File: src/rtl/mem_port_arbiter_if.sv
// Bus bundle between the two memory requesters, the memory macro and mem_port_arbiter.
//  slave  : the arbiter's view (requests and memory read data in; grants, dones, read data
//           and the registered memory bus out).
//  master : the environment's view (CPU controller, program loader and memory macro).
// Signals
//  cpu_req/cpu_we/cpu_addr/cpu_wdata  CPU request, direction, address, write data
//  cpu_gnt/cpu_done/cpu_rdata         CPU ownership, completion pulse, read data
//  ld_req/ld_we/ld_addr/ld_wdata      loader request, direction, address, write data
//  ld_lock                            loader asks to keep ownership for its next access
//  ld_gnt/ld_done/ld_rdata            loader ownership, completion pulse, read data
//  mem_addr/mem_we/mem_wdata          registered memory address, write strobe, write data
//  mem_rdata                          memory read data
interface mem_port_arbiter_if #(
  parameter int unsigned ADDR_W = 5,
  parameter int unsigned DATA_W = 8
);
  logic              cpu_req;
  logic              cpu_we;
  logic [ADDR_W-1:0] cpu_addr;
  logic [DATA_W-1:0] cpu_wdata;
  logic              cpu_gnt;
  logic              cpu_done;
  logic [DATA_W-1:0] cpu_rdata;

  logic              ld_req;
  logic              ld_we;
  logic [ADDR_W-1:0] ld_addr;
  logic [DATA_W-1:0] ld_wdata;
  logic              ld_lock;
  logic              ld_gnt;
  logic              ld_done;
  logic [DATA_W-1:0] ld_rdata;

  logic [ADDR_W-1:0] mem_addr;
  logic              mem_we;
  logic [DATA_W-1:0] mem_wdata;
  logic [DATA_W-1:0] mem_rdata;

  modport slave (
    input  cpu_req, cpu_we, cpu_addr, cpu_wdata,
    output cpu_gnt, cpu_done, cpu_rdata,
    input  ld_req, ld_we, ld_addr, ld_wdata, ld_lock,
    output ld_gnt, ld_done, ld_rdata,
    output mem_addr, mem_we, mem_wdata,
    input  mem_rdata
  );

  modport master (
    output cpu_req, cpu_we, cpu_addr, cpu_wdata,
    input  cpu_gnt, cpu_done, cpu_rdata,
    output ld_req, ld_we, ld_addr, ld_wdata, ld_lock,
    input  ld_gnt, ld_done, ld_rdata,
    input  mem_addr, mem_we, mem_wdata,
    output mem_rdata
  );
endinterface

File: src/rtl/mem_port_arbiter.sv
// Shares the single-port program/data memory between the CPU controller and the external
// program loader. Round-robin arbitration with an optional bounded loader lock, one access
// in flight, registered memory address/write data.
// Ports
//  clk      system clock, all state on the rising edge
//  RESET_n  asynchronous active-low reset
//  bus      mem_port_arbiter_if.slave: both requester ports plus the memory macro bus
// Access sequence: IDLE -> ACC (1) -> WAIT (MEM_LAT-1, absent for MEM_LAT=1) -> DONE (1).
// Read data is captured at the end of DONE; done pulses in the cycle after DONE.
// MEM_LAT legal range 1..3, LOCK_MAX legal range >= 1.
module mem_port_arbiter #(
  parameter int unsigned ADDR_W   = 5,
  parameter int unsigned DATA_W   = 8,
  parameter int unsigned MEM_LAT  = 1,
  parameter int unsigned LOCK_MAX = 8
) (
  input logic               clk,
  input logic               RESET_n,
  mem_port_arbiter_if.slave bus
);

  localparam int unsigned    LockW    = $clog2(LOCK_MAX + 1);
  localparam logic [LockW-1:0] LockMax = LockW'(LOCK_MAX);
  // WAIT runs MEM_LAT-1 cycles: the counter is loaded with MEM_LAT-2 and exits at zero.
  localparam logic [1:0]     WaitInit = (MEM_LAT > 1) ? 2'(MEM_LAT - 2) : 2'd0;

  typedef enum logic [1:0] {StIdle, StAcc, StWait, StDone} state_e;
  typedef enum logic {OwnCpu, OwnLd} owner_e;

  state_e            state_q, state_d;
  logic [1:0]        wait_q, wait_d;
  owner_e            owner_q, last_q;
  logic              we_q;
  logic [ADDR_W-1:0] addr_q;
  logic [DATA_W-1:0] wdata_q;
  logic [DATA_W-1:0] cpu_rdata_q, ld_rdata_q;
  logic              cpu_done_q, ld_done_q;
  logic [LockW-1:0]  lock_q;
  logic              grant_cpu, grant_ld, ld_priority;

  // State register
  always_ff @(posedge clk or negedge RESET_n) begin
    if (!RESET_n) begin
      state_q <= StIdle;
      wait_q  <= '0;
    end else begin
      state_q <= state_d;
      wait_q  <= wait_d;
    end
  end

  // Arbitration, only meaningful in IDLE
  always_comb begin
    grant_cpu   = 1'b0;
    grant_ld    = 1'b0;
    ld_priority = bus.ld_req && bus.ld_lock && (lock_q < LockMax);
    if (state_q == StIdle) begin
      if (ld_priority) begin
        grant_ld = 1'b1;
      end else if (bus.cpu_req && bus.ld_req) begin
        // Tie goes to whoever did not own the previous access
        if (last_q == OwnLd) begin
          grant_cpu = 1'b1;
        end else begin
          grant_ld = 1'b1;
        end
      end else begin
        grant_cpu = bus.cpu_req;
        grant_ld  = bus.ld_req;
      end
    end
  end

  // Next state
  always_comb begin
    state_d = state_q;
    wait_d  = wait_q;
    case (state_q)
      StIdle: begin
        if (grant_cpu || grant_ld) begin
          state_d = StAcc;
        end
      end
      StAcc: begin
        if (MEM_LAT > 1) begin
          state_d = StWait;
          wait_d  = WaitInit;
        end else begin
          state_d = StDone;
        end
      end
      StWait: begin
        if (wait_q == 2'd0) begin
          state_d = StDone;
        end else begin
          wait_d = wait_q - 2'd1;
        end
      end
      StDone:  state_d = StIdle;
      default: state_d = StIdle;
    endcase
  end

  // Request latch, lock counter, read data capture and done pulses
  always_ff @(posedge clk or negedge RESET_n) begin
    if (!RESET_n) begin
      owner_q     <= OwnCpu;
      last_q      <= OwnLd;
      we_q        <= 1'b0;
      addr_q      <= '0;
      wdata_q     <= '0;
      cpu_rdata_q <= '0;
      ld_rdata_q  <= '0;
      cpu_done_q  <= 1'b0;
      ld_done_q   <= 1'b0;
      lock_q      <= '0;
    end else begin
      cpu_done_q <= 1'b0;
      ld_done_q  <= 1'b0;

      if (state_q == StIdle) begin
        if (grant_cpu || !bus.ld_lock) begin
          lock_q <= '0;
        end else if (grant_ld && (lock_q < LockMax)) begin
          lock_q <= lock_q + LockW'(1);
        end

        if (grant_cpu) begin
          owner_q <= OwnCpu;
          we_q    <= bus.cpu_we;
          addr_q  <= bus.cpu_addr;
          wdata_q <= bus.cpu_wdata;
        end else if (grant_ld) begin
          owner_q <= OwnLd;
          we_q    <= bus.ld_we;
          addr_q  <= bus.ld_addr;
          wdata_q <= bus.ld_wdata;
        end
      end

      if (state_q == StDone) begin
        last_q <= owner_q;
        if (owner_q == OwnCpu) begin
          cpu_done_q <= 1'b1;
          if (!we_q) begin
            cpu_rdata_q <= bus.mem_rdata;
          end
        end else begin
          ld_done_q <= 1'b1;
          if (!we_q) begin
            ld_rdata_q <= bus.mem_rdata;
          end
        end
      end
    end
  end

  // Outputs; mem_we decodes from the async-reset state so it drops as soon as reset asserts
  always_comb begin
    bus.cpu_gnt   = (state_q != StIdle) && (owner_q == OwnCpu);
    bus.ld_gnt    = (state_q != StIdle) && (owner_q == OwnLd);
    bus.cpu_done  = cpu_done_q;
    bus.ld_done   = ld_done_q;
    bus.cpu_rdata = cpu_rdata_q;
    bus.ld_rdata  = ld_rdata_q;
    bus.mem_addr  = addr_q;
    bus.mem_wdata = wdata_q;
    bus.mem_we    = (state_q == StAcc) && we_q;
  end

endmodule

File: src/flat_wrapper.sv
// flat-port wrapper written by rule: the top's interface ports become plain ports
module mem_port_arbiter_flat 
#(
  parameter int unsigned ADDR_W   = 5,
  parameter int unsigned DATA_W   = 8,
  parameter int unsigned MEM_LAT  = 1,
  parameter int unsigned LOCK_MAX = 8
)
  (clk, RESET_n, bus_cpu_req, bus_cpu_we, bus_cpu_addr, bus_cpu_wdata, bus_cpu_gnt, bus_cpu_done, bus_cpu_rdata, bus_ld_req, bus_ld_we, bus_ld_addr, bus_ld_wdata, bus_ld_lock, bus_ld_gnt, bus_ld_done, bus_ld_rdata, bus_mem_addr, bus_mem_we, bus_mem_wdata, bus_mem_rdata);
  mem_port_arbiter_if #(.ADDR_W(ADDR_W), .DATA_W(DATA_W)) bus_i ();
  input logic clk;
  input logic RESET_n;
  input wire logic [$bits(bus_i.cpu_req)-1:0] bus_cpu_req;
  input wire logic [$bits(bus_i.cpu_we)-1:0] bus_cpu_we;
  input wire logic [$bits(bus_i.cpu_addr)-1:0] bus_cpu_addr;
  input wire logic [$bits(bus_i.cpu_wdata)-1:0] bus_cpu_wdata;
  output wire logic [$bits(bus_i.cpu_gnt)-1:0] bus_cpu_gnt;
  output wire logic [$bits(bus_i.cpu_done)-1:0] bus_cpu_done;
  output wire logic [$bits(bus_i.cpu_rdata)-1:0] bus_cpu_rdata;
  input wire logic [$bits(bus_i.ld_req)-1:0] bus_ld_req;
  input wire logic [$bits(bus_i.ld_we)-1:0] bus_ld_we;
  input wire logic [$bits(bus_i.ld_addr)-1:0] bus_ld_addr;
  input wire logic [$bits(bus_i.ld_wdata)-1:0] bus_ld_wdata;
  input wire logic [$bits(bus_i.ld_lock)-1:0] bus_ld_lock;
  output wire logic [$bits(bus_i.ld_gnt)-1:0] bus_ld_gnt;
  output wire logic [$bits(bus_i.ld_done)-1:0] bus_ld_done;
  output wire logic [$bits(bus_i.ld_rdata)-1:0] bus_ld_rdata;
  output wire logic [$bits(bus_i.mem_addr)-1:0] bus_mem_addr;
  output wire logic [$bits(bus_i.mem_we)-1:0] bus_mem_we;
  output wire logic [$bits(bus_i.mem_wdata)-1:0] bus_mem_wdata;
  input wire logic [$bits(bus_i.mem_rdata)-1:0] bus_mem_rdata;
  assign bus_i.cpu_req = bus_cpu_req;
  assign bus_i.cpu_we = bus_cpu_we;
  assign bus_i.cpu_addr = bus_cpu_addr;
  assign bus_i.cpu_wdata = bus_cpu_wdata;
  assign bus_cpu_gnt = bus_i.cpu_gnt;
  assign bus_cpu_done = bus_i.cpu_done;
  assign bus_cpu_rdata = bus_i.cpu_rdata;
  assign bus_i.ld_req = bus_ld_req;
  assign bus_i.ld_we = bus_ld_we;
  assign bus_i.ld_addr = bus_ld_addr;
  assign bus_i.ld_wdata = bus_ld_wdata;
  assign bus_i.ld_lock = bus_ld_lock;
  assign bus_ld_gnt = bus_i.ld_gnt;
  assign bus_ld_done = bus_i.ld_done;
  assign bus_ld_rdata = bus_i.ld_rdata;
  assign bus_mem_addr = bus_i.mem_addr;
  assign bus_mem_we = bus_i.mem_we;
  assign bus_mem_wdata = bus_i.mem_wdata;
  assign bus_i.mem_rdata = bus_mem_rdata;
  mem_port_arbiter #(.ADDR_W(ADDR_W), .DATA_W(DATA_W), .MEM_LAT(MEM_LAT), .LOCK_MAX(LOCK_MAX)) u_core (.clk(clk), .RESET_n(RESET_n), .bus(bus_i));
endmodule
File: config.mk
export PLATFORM = sky130hd
export DESIGN_NAME = mem_port_arbiter_flat
export DESIGN_NICKNAME = d
export VERILOG_FILES = /design/src/rtl/mem_port_arbiter_if.sv /design/src/rtl/mem_port_arbiter.sv /design/src/flat_wrapper.sv
export SDC_FILE = /design/constraint.sdc
export NUM_CORES = 1
export LEC_CHECK = 0
export CORE_AREA = 2 2 70 72
export DETAILED_ROUTE_END_ITERATION = 10
export DIE_AREA = 0 0 72 74
export PLACE_DENSITY = 0.81
export SLEW_MARGIN = 0
export SYNTH_ARGS = -nofsm -noshare
export SYNTH_HDL_FRONTEND = slang
export SYNTH_SLANG_ARGS = --single-unit
File: constraint.sdc
create_clock -name clk -period 2.04 [get_ports clk]
set_input_delay 0.204 -clock clk [delete_from_list [all_inputs] [get_ports clk]]
set_output_delay 0.204 -clock clk [all_outputs]
set_load 0.03 [all_outputs]
-- Word-level counts from Yosys, hierarchy flattened
Index checks and enable logic that the tools add are counted.
- register bits after elaboration: 42
- bits of input ports: 41
- output and inout bits: 34
- add/sub/neg operators: 2
- $lt $le $gt $ge: 1
- equality and inequality tests: 5
- multiplexer cells: 25
- bitwise gates (word level): 3
- reductions and logical operators: 21
- operators by type and width (operator ; count):
    2-to-1 mux 1 bit ; 16
    2-to-1 mux 8 bit ; 2
    2-to-1 mux 5 bit ; 2
    2-to-1 mux 4 bit ; 2
    one-hot mux 2 bit (4 select lines) ; 1
    AND reduction 2 bit ; 4
    logical AND 1 bit ; 7
    AND reduction 3 bit ; 2
    nonzero test 2 bit ; 3
    adder 4 x 1 -> 4 bit (second input constant) ; 1
    equality test 2 bit (second input constant) ; 2
    zero test 2 bit ; 2
    less-than comparator 4 bit (second input constant) ; 1
    2-to-1 mux 2 bit ; 2
    != test 2 x 1 -> 1 bit (second input constant) ; 2
    NOT 1 bit ; 3
    equality test 2 x 1 -> 1 bit (second input constant) ; 1
    logical OR 1 bit ; 2
    subtractor 2 x 1 -> 2 bit (second input constant) ; 1
    zero test 1 bit ; 1

-- Logic depth before layout (Yosys ltp)
- word-level depth: 7
- gate-level depth with buffers: 8
- depth with buffers taken out: 6

-- Least setup slack after synthesis
Ideal clock, no wire load.
- path type: register to register
- start point: reg u_core.state_q[0]
- end point: reg u_core.addr_q[4] (netlist: u_core.bus.mem_addr[4])
- library setup time: 0.137 ns
- arrival time: 1.700 ns
- required time: 1.903 ns
- setup slack: 0.204 ns
- stages on the path, launching flop included: 9
- buffers on the path: 2
- clock period less this slack: 1.836 ns
- path through: dfrtp_1 -> inv_1 -> ha_1 -> buf_4 -> nand2_2 -> a311oi_4 -> buf_6 -> mux2i_1 -> a21oi_1
- longest elaborated chain between the ends: 4
- elaborated cells on any way between the ends: 6
- classes of those cells: 3 x mux; 3 x reduce/logical
- ends and longest elaborated chain (what ; line ; RTL):
    start: declaration ; mem_port_arbiter.sv:30 ; state_e state_q, state_d;
    start signal: assignment ; mem_port_arbiter.sv:44 ; state_q <= StIdle;
    start signal: assignment ; mem_port_arbiter.sv:47 ; state_q <= state_d;
    zero test 2 bit * ; mem_port_arbiter.sv:57, mem_port_arbiter.sv:121 ;
    2-to-1 mux 1 bit ; mem_port_arbiter.sv:57 ; if (state_q == StIdle) begin
    nonzero test 2 bit (no line) ; n/a ;
    AND reduction 2 bit (no line) ; n/a ;
    end signal: assignment ; mem_port_arbiter.sv:131 ; addr_q <= bus.cpu_addr;
    end signal: assignment ; mem_port_arbiter.sv:136 ; addr_q <= bus.ld_addr;
    end: declaration ; mem_port_arbiter.sv:34 ; logic [ADDR_W-1:0] addr_q;
Mark *: on every way between the ends. The rest lies on a longest branch, timed or not.
A chain may end at the register's enable or synchronous reset.

-- Worst setup path in the final report
- start point: reg u_core.state_q[1]
- end point: out bus_mem_we
- longest elaborated chain between the ends: 2
- ends and longest elaborated chain (what ; line ; RTL):
    equality test 2 x 1 -> 1 bit ; mem_port_arbiter.sv:168 ; bus.mem_we = (state_q == StAcc) && we_q;
    logical AND 1 bit ; mem_port_arbiter.sv:168 ;
    end: declaration ; flat_wrapper.sv:29 ; output wire logic [$bits(bus_i.mem_we)-1:0] bus_mem_we;
No other way between the ends.

==> results by group <==
Pwr
  – Logic pwr share: 0.518
  – Clock share of power: 0.152
  – Peak supply drop: 0.798 mV
  – Internal power: 2.61 mW
  – Switching Share: 0.400
  – Flop pwr share: 0.330
  – Power density over the cells: 1550 mW/mm²
  – Pwr Total: 4.35 mW
  – NetSw: 1.74 mW
  – LEAKAGE: ~1.2 nW

Worst setup path
  – Worst path arrival time: 1.73 ns
  – CP Buf/Inv Count: 2
  – Crit path max-delay cell type: clkdlybuf4s50_1
  – Largest stage delay, worst path: 0.67 ns
  – Crit Path Class: reg -> out
  – Critical Path Sink Type: output port
  – CP top delay family: buffers and inverters
  – CP max FO: 3
  – Worst EP required: 1.84 ns
  – CP Cell Sequence: inv_1, ha_1, and2_1, clkdlybuf4s50_1
  – CP Launch Type: flop

STA
  – Setup violators final: 0
  – Worst-margin pin slew: 0.627 ns
  – RSZ-0062 raised after global routing: no
  – Setup Skew: about 0.009 ns
  – Final worst setup slack: 0.109 ns
  – TNS Setup: 0 ns
  – Max Freq: around 520 MHz
  – Tmin final: approximately 1.9 ns
  – Fin. max-slew vios: 0
  – Max-slew headroom: 0.582
  – Fin crit share: 0.947
  – Final hold violation count: 0

Die
  – Initial Utilization: 0.408
  – Die area: approximately 0.0053 mm²
  – Core footprint: 0.00460 mm²
  – Die X: 72 µm
  – FP Rows: 25
  – Die height: 74 µm
  – Num ports: 75

Final layout
  – Share of layout cells above drive strength 1: 0.153
  – Fillers: 385
  – Nets@finish: 281
  – Layout area overhead: 50.0%
  – N_diodes: 0

Synth
  – Asr flop ratio synth: 1.00
  – Top cells by count, synth: dfrtp_1 (41), mux2_2 (18), nor2_1 (17), a21oi_1 (16), mux2i_1 (15)
  – Syn Inst Count: around 150
  – Area contributors post-synth: dfrtp_1 (55%), mux2_2 (11%), mux2i_1 (8.0%), a21oi_1 (4.3%), ha_1 (4.0%)
  – Yosys cell types: 27
  – Post-synth EDFFs: 0
  – Syn Std Cell Area: 0.00188 mm²
  – Top cell type by total area after synthesis: dfrtp_1
  – #FFs+latches synth: 42
  – Most common cell in the netlist: dfrtp_1
  – Synth top area share: 0.547
  – Post-synth net total: 201
  – Post-synthesis sequential area ratio: 0.561
  – Predominant post-synthesis flop cell: dfrtp_1
  – Post-Syn Area per Cell: 12.2 µm²
  – Ys Warns: 0

Clocking
  – Clock Path Buffers: 2
  – Worst-Skew Late Latency: around 0.30 ns
  – CTS sink cnt: 42
  – CTS tree: done
  – Htree depth: 2
  – Total setup buffers inserted after CTS: 0
  – Clock transition at path regs: 0.08 ns
  – Root Driver: clkbuf_8
  – Number of buffers created by CTS: 5

Hold path
  – Min-Delay Path Class: reg -> reg

Global routing
  – Largest net degree at the start of global routing: 29
  – Number of global-route vias before repair: 1368
  – Gr usage total: 0.159
  – Gr ovfl total: 0
  – Met3 usage: 0.0393
  – Met1 Use GR: 0.197
  – First-pass GRT wire length: 6440 µm
  – M2 GR Usage: 0.261
  – Initial antenna violation count: 0
  – Grt peak-use layer: met2

Routing
  – Pre-antenna DRT Iters: 5
  – Initial drt markers: 45
  – Total number of vias: 1397
  – Routed WL: 4020 µm
  – Routed Antenna Nets: 0
  – Drt drc: 0
  – Drt via density: 4.83
  – Wirelength per Cell: 13.9 µm

Place
  – Placer Congestion: 0.726
  – Dpl hpwl: 3040 µm
  – Port bufs: 74
  – Place WS: 0.129 ns

Status
  – Status: complete, no violations

Run
  – Maxcap violations: 0
timing repair:
item	in CTS	in global routing
hold buffers	1	0
endpoints found under the setup margin	2	0
endpoints found under the hold margin	25	0
resized for setup	2	0
per-layer routing:
metal | part of all wire | wire [µm]
met5 | 0 | 0
met4 | 0.019 | 76
met3 | 0.054 | 217
met2 | 0.50 | 2020
met1 | 0.42 | 1710
worst paths after layout:
path                                           end  slack, ns              start  depth (start not counted)
max                                     bus_mem_we       0.11  u_core.state_q[1]                          4
max in group asynchronous  u_core.bus.mem_wdata[6]       0.98            RESET_n                          3
max reg2reg                u_core.bus.mem_wdata[6]       0.15  u_core.state_q[1]                          7
min in group asynchronous   u_core.bus.ld_rdata[7]       0.49            RESET_n                          2
min                               u_core.wait_q[0]       0.48   u_core.wait_q[0]                          1
min reg2reg                       u_core.wait_q[0]       0.48   u_core.wait_q[0]                          1
cells by family (layout without fill, tap and decap cells):
kind of cell | count (synthesis) | after routing | synth area share
buffers and inverters | 14 | 95 | 0.0347
and+or+nand+nor | 33 | 33 | 0.0860
DFF | 42 | 42 | 0.561
muxes | 33 | 33 | 0.188
xor gates and xnor gates | 1 | 1 | 0.00467
AOI/OAI and AO/OA | 25 | 25 | 0.0860
adders and majority gates | 6 | 6 | 0.0400
state kept, by name, summed over array words and instances, names as in the netlist:
register              cells
u_core.owner_q            1
u_core.bus.ld_rdata       8
u_core.bus.mem_wdata      8
u_core.wait_q             2
u_core.last_q             1
u_core.bus.ld_done        1
u_core.state_q            2
u_core.we_q               1
u_core.bus.cpu_done       1
u_core.bus.cpu_rdata      8
u_core.lock_q             4
u_core.bus.mem_addr       5
power groups by stage:
| stage | registers [mW] | logic, mW | clock network (mW) |
|---|---|---|---|
| detailed placement | 1.45 | 2.30 | 0 |
| finish | 1.44 | 2.25 | 0.660 |
| CTS | 1.44 | 2.28 | 0.679 |
| global placement | 1.44 | 2.25 | 0 |
| global route | 1.49 | 2.39 | 0.709 |
| floorplan | 2.04 | 0.743 | 0 |
layout by cell type (no fill, tap or decap), drive strengths merged:
cell / instances
clkinvlp: 2
nor2b: 6
dfstp: 1
a21oi: 16
bufinv: 1
nand2: 3
o21ai: 4
and2: 2
buf: 6
nor2: 17
clkdlybuf4s50: 71
mux2: 18
mux2i: 15
a311oi: 1
dlygate4sd3: 1
a22o: 1
dfrtp: 41
nand4: 1
a41o: 1
nand2b: 2
a211o: 1
inv: 7
dlygate4sd2: 2
xnor2: 1
a21boi: 1
ha: 6
clkbuf: 5
nor3b: 2
stage by stage:
step	hold WS, ns	instances	instance area (µm²)	utilization
floorplan	-0.0916	154	1880	-
detailed placement	0.257	280	2690	0.586
finish	0.481	289	2820	0.612
CTS	0.467	289	2820	0.612
global placement	0.257	280	2690	0.586
global route	0.498	289	2820	0.612
layout make-up:
class	instances	area, µm²	area share
Sequential cell	42	1050	0.374
Inverter	7	26.3	0.00933
Tap cell	54	67.6	0.0240
Timing Repair Buffer	80	793	0.282
Clock buffer	5	68.8	0.0244
Clock inverter	3	45.0	0.0160
Multi-Input combinational cell	98	762	0.271
(Power assumes the default switching activity.)
